File: src/rtl/encoder_req_conditioner.sv
// Request conditioner for the 8-to-3 encoder: sync, debounce, priority, handshake.
// Optional auto-repeat of a held request is built when AUTO_REPEAT_EN is defined.
module encoder_req_conditioner #(
  parameter int unsigned STABLE_CYCLES = 4,
  parameter int unsigned CNT_W         = 8,
  parameter int unsigned REPEAT_CYCLES = 16
) (
  input  logic       clk,
  input  logic       rst,
  input  logic [7:0] req,
  input  logic       ready,
  output logic       valid,
  output logic [7:0] onehot,
  output logic       multi
);

  if (STABLE_CYCLES == 0 ||
      STABLE_CYCLES > (1 << CNT_W) - 1) begin : g_bad_stable
    $error("STABLE_CYCLES must be 1..2^CNT_W-1");
  end

  if (REPEAT_CYCLES == 0 ||
      REPEAT_CYCLES > (1 << CNT_W) - 1) begin : g_bad_repeat
    $error("REPEAT_CYCLES must be 1..2^CNT_W-1");
  end

  typedef enum logic [1:0] {
    IDLE,
    DEBOUNCE,
    PRESENT,
    RELEASE
  } state_t;

  localparam logic [CNT_W-1:0] STABLE = CNT_W'(STABLE_CYCLES);

  state_t           state, state_n;
  logic [7:0]       sync1, s;
  logic [7:0]       cap, cap_n;
  logic [CNT_W-1:0] cnt, cnt_n;
  logic [7:0]       last_oh, last_oh_n;
  logic             last_multi, last_multi_n;
  logic             valid_n, multi_n;
  logic [7:0]       onehot_n;

`ifdef AUTO_REPEAT_EN
  localparam logic [CNT_W-1:0] REPEAT = CNT_W'(REPEAT_CYCLES);
  logic [CNT_W-1:0] rep, rep_n;
`endif

  // Highest-index set bit wins.
  function automatic logic [7:0] top_bit(input logic [7:0] v);
    top_bit = '0;
    for (int i = 0; i < 8; i++) begin
      if (v[i]) top_bit = 8'(1) << i;
    end
  endfunction

  function automatic logic many(input logic [7:0] v);
    many = |(v & (v - 8'd1));
  endfunction

  always_ff @(posedge clk) begin
    if (rst) begin
      sync1      <= '0;
      s          <= '0;
      state      <= IDLE;
      cap        <= '0;
      cnt        <= '0;
      last_oh    <= '0;
      last_multi <= 1'b0;
      valid      <= 1'b0;
      onehot     <= '0;
      multi      <= 1'b0;
`ifdef AUTO_REPEAT_EN
      rep        <= '0;
`endif
    end else begin
      sync1      <= req;
      s          <= sync1;
      state      <= state_n;
      cap        <= cap_n;
      cnt        <= cnt_n;
      last_oh    <= last_oh_n;
      last_multi <= last_multi_n;
      valid      <= valid_n;
      onehot     <= onehot_n;
      multi      <= multi_n;
`ifdef AUTO_REPEAT_EN
      rep        <= rep_n;
`endif
    end
  end

  always_comb begin
    state_n      = state;
    cap_n        = cap;
    cnt_n        = cnt;
    last_oh_n    = last_oh;
    last_multi_n = last_multi;
`ifdef AUTO_REPEAT_EN
    rep_n        = rep;
`endif
    unique case (state)
      IDLE: begin
        if (s != '0) begin
          cap_n   = s;
          cnt_n   = CNT_W'(1);
          state_n = DEBOUNCE;
        end
      end
      DEBOUNCE: begin
        if (s == '0) begin
          state_n = IDLE;
        end else if (s != cap) begin
          cap_n = s;
          cnt_n = CNT_W'(1);
        end else if (cnt == STABLE) begin
          state_n      = PRESENT;
          last_oh_n    = top_bit(cap);
          last_multi_n = many(cap);
        end else begin
          cnt_n = cnt + 1'b1;
        end
      end
      PRESENT: begin
        if (valid && ready) begin
          cnt_n   = '0;
          state_n = RELEASE;
`ifdef AUTO_REPEAT_EN
          rep_n   = '0;
`endif
        end
      end
      RELEASE: begin
        if (s == '0) begin
          cnt_n = cnt + 1'b1;
          if (cnt == STABLE - 1'b1) state_n = IDLE;
        end else begin
          cnt_n = '0;
        end
`ifdef AUTO_REPEAT_EN
        // A held press re-arms itself after REPEAT_CYCLES matching samples.
        if (s == cap) begin
          rep_n = rep + 1'b1;
          if (rep_n == REPEAT) state_n = PRESENT;
        end else begin
          rep_n = '0;
        end
`endif
      end
      default: state_n = IDLE;
    endcase
  end

  always_comb begin
    valid_n  = (state_n == PRESENT);
    onehot_n = valid_n ? last_oh_n : '0;
    multi_n  = valid_n && last_multi_n;
  end

endmodule

File: config.mk
export PLATFORM = sky130hd
export DESIGN_NAME = encoder_req_conditioner
export DESIGN_NICKNAME = d
export VERILOG_FILES = /design/src/rtl/encoder_req_conditioner.sv
export SDC_FILE = /design/constraint.sdc
export NUM_CORES = 1
export LEC_CHECK = 0
export CAP_MARGIN = 5
export CORE_MARGIN = 2
export CORE_UTILIZATION = 40
export DETAILED_ROUTE_END_ITERATION = 12
export GPL_TIMING_DRIVEN = 0
export SLEW_MARGIN = 15
export SYNTH_ARGS = -nofsm -noshare
export SYNTH_HDL_FRONTEND = slang
export SYNTH_SLANG_ARGS = --single-unit
File: constraint.sdc
create_clock -name clk -period 2.5 [get_ports clk]
set_input_delay 0.25 -clock clk [delete_from_list [all_inputs] [get_ports clk]]
set_output_delay 0.25 -clock clk [all_outputs]
set_load 0.03 [all_outputs]
==> results by group <==
Placement
  – Placed Area: 2580 um^2
  – Dpl cells: 328
  – Final GP Congestion: 0.799
  – DP HPWL: 2980 um
  – IO Port Bufs: 19

Clock network
  – Clock Latency Late Sink: 0.31 ns
  – CTS tree: built
  – Clk slew on worst S/H paths: 0.09 ns
  – Htree depth: 2
  – Root buffer cell: clkbuf_8
  – Setup bufs post-CTS: 0
  – CTS Sinks: 53
  – TritonCTS Buffers: 5
  – Cts hold-fix bufs: 0
  – Post-CTS sizing: 0
  – CTS max path bufs: 2

Synthesis
  – Async SR Flop Fraction: 0%
  – Mean area per synthesized cell: 9.72 um^2
  – Yosys cell types: 46
  – Post-synth EDFFs: 0
  – Syn. warnings: 0
  – Mapped Cells: 237
  – Seq/Total Area, Yosys: 46.0%
  – Syn nets: 250
  – Synth Flop Type: dfxtp_1
  – Seq cells post-synth: 53
  – Cell area after synthesis: 2300 um^2

Layout
  – Final-layout fill cell count: 550
  – Nets: 276
  – Layout area overhead: 16.6%
  – Commonest non-fill, non-tap cell in the layout: dfxtp_1
  – Design Area, Final: 2690 um^2
  – N_diodes: 0
  – Commonest non-fill, non-tap cells in the layout: dfxtp_1, a21oi_1, nand2_1
  – Core Util, Final: 48.5%
  – Fin cells: 336
  – Ratio of cells with drive above 1 in the final layout: 11.4%

STA
  – RSZ-0062 raised after global routing: no
  – Period utilisation layout: 88.8%
  – Setup violators final: 0
  – Slew HR: 53.3%
  – Max frequency: 450 MHz
  – Clk_skew: 0.0118 ns
  – Slew Limit Fails: 0
  – Final Hold Fails: 0
  – Slew @ Worst Pin: 0.694 ns
  – Final setup TNS: 0 ns
  – Minimum clock period after layout: 2.22 ns

Worst hold path
  – HP Class: in2reg

Die
  – Initial core utilization: 41.6%
  – Core ar.: 5540 um^2
  – I/O pins: 21
  – Site Rows: 27
  – Die Wd: 79.9 um
  – Die Ht: 79.9 um
  – Die footprint: 6380 um^2

Route
  – Drt first pass iters: 4
  – Detailed-route via count: 1,674
  – Initial drt markers: 105
  – Post-route DRC: 0
  – Antenna Nets Post-Route: 0
  – WL per Instance: 12.3 um
  – Via-per-instance ratio: 4.98
  – DRT Wirelength: 4130 um

Global routing
  – First-pass GRT wire length: 7290 um
  – Pin count of the biggest net entering global routing: 16
  – Vias in the first global route: 1,545
  – Total track usage: 14.8%
  – Antenna violations before repair: 0
  – GRT overflow: 0

Critical path
  – CP Data Arrival Time: 2.43 ns
  – CP endpoint kind: flop
  – Critical Path Start Type: flop
  – Crit Path Max Fanout: 7
  – Kind of critical path: reg2reg
  – Worst Path Required: 2.71 ns
  – R2R Setup Slk: 0.28 ns

Status
  – Status: completed

Power and ir drop
  – Pwr/cell area: 592 nW/um^2
  – Leakage: 0.912 nW
  – Peak VDD IR: 319 uV

Job
  – Max_cap viols: 0
cells by family (layout without fill, tap and decap cells):
kind of cell / count (synthesis) / after routing / share of synthesized area, %
compound gates: 41 / 41 / 11.0
simple gates: 105 / 105 / 26.8
xor+xnor: 12 / 12 / 7.82
flops: 53 / 53 / 46.0
mux: 8 / 8 / 3.47
fa+ha+maj: 2 / 2 / 1.09
buf+inv: 16 / 43 / 3.85
sequential cells by signal (all words and copies together) (netlist names):
name	flops
state	2
last_oh	8
cap	8
last_multi	1
cnt	8
sync1	8
onehot	8
multi	1
valid	1
s	8
per-stage QoR:
stage	worst slack [ns]	hold slack, ns	power [W]
after floorplan	0.525	0.378	0.00105
after global placement	0.315	0.419	0.00109
after detailed placement	0.273	0.422	0.00109
after CTS	0.266	0.317	0.00161
after global routing	0.0762	0.342	0.00168
final	0.280	0.310	0.00159
synthesized netlist by cell type, types with 4 or more instances:
library cell  number  area share (%)
nand4_1            5             1.4
clkbuf_1           6            0.98
nand2_1           25             4.1
nor2_1            19             3.1
nand3_1            9             2.0
xnor2_2            5             3.5
a21oi_1           27             5.9
dfxtp_1           53              46
nand3b_1           5             1.6
nor2b_1           17             4.6
xor2_1             4             1.5
mux2i_1            8             3.5
critical path, cell delays in order (launching register included):
cell and delay [ns]:
dfxtp_1 0.35, inv_1 0.08, ha_1 0.14, nor4bb_1 0.48
nand3b_1 0.13, or4_4 0.43, buf_6 0.15, o2111a_1 0.13
nor4_2 0.25
layout make-up:
type / count / area [um^2] / share of cell area [%]
well taps: 72 / 90.1 / 3.35
multi-input cells: 168 / 1150 / 43.0
flip-flops and latches: 53 / 1060 / 39.5
clock buffers: 7 / 96.3 / 3.59
clock inverters: 1 / 5.00 / 0.186
inverters: 3 / 11.3 / 0.419
plain buffers: 13 / 77.6 / 2.89
repair buffers: 19 / 190 / 7.08
power breakdown:
group	internal, W	leakage [nW]	switching [W]
registers	0.000865	0.432	0.0000218
clock network	0.000251	0.0542	0.000266
logic	0.0000867	0.426	0.0000997
layer usage:
layer | global-route usage, % | share of wire, % | up-vias
met2 | 22.8 | 45 | 24
met1 | 19.5 | 51 | 772
li1 | - | - | 874
met4 | 5.08 | 1.2 | 0
met3 | 4.75 | 3.6 | 4
met5 | 0 | 0 | -
path summary, 6_finish.rpt:
kind / from / end / cells past startpoint
worst max-delay path: cnt[0] / cnt[0] / 8
worst min-delay path: rst / s[4] / 2
worst max register to register: cnt[0] / cnt[0] / 8
worst min register to register: sync1[3] / s[3] / 1
Note: power is estimated with default switching activity, not from simulation.
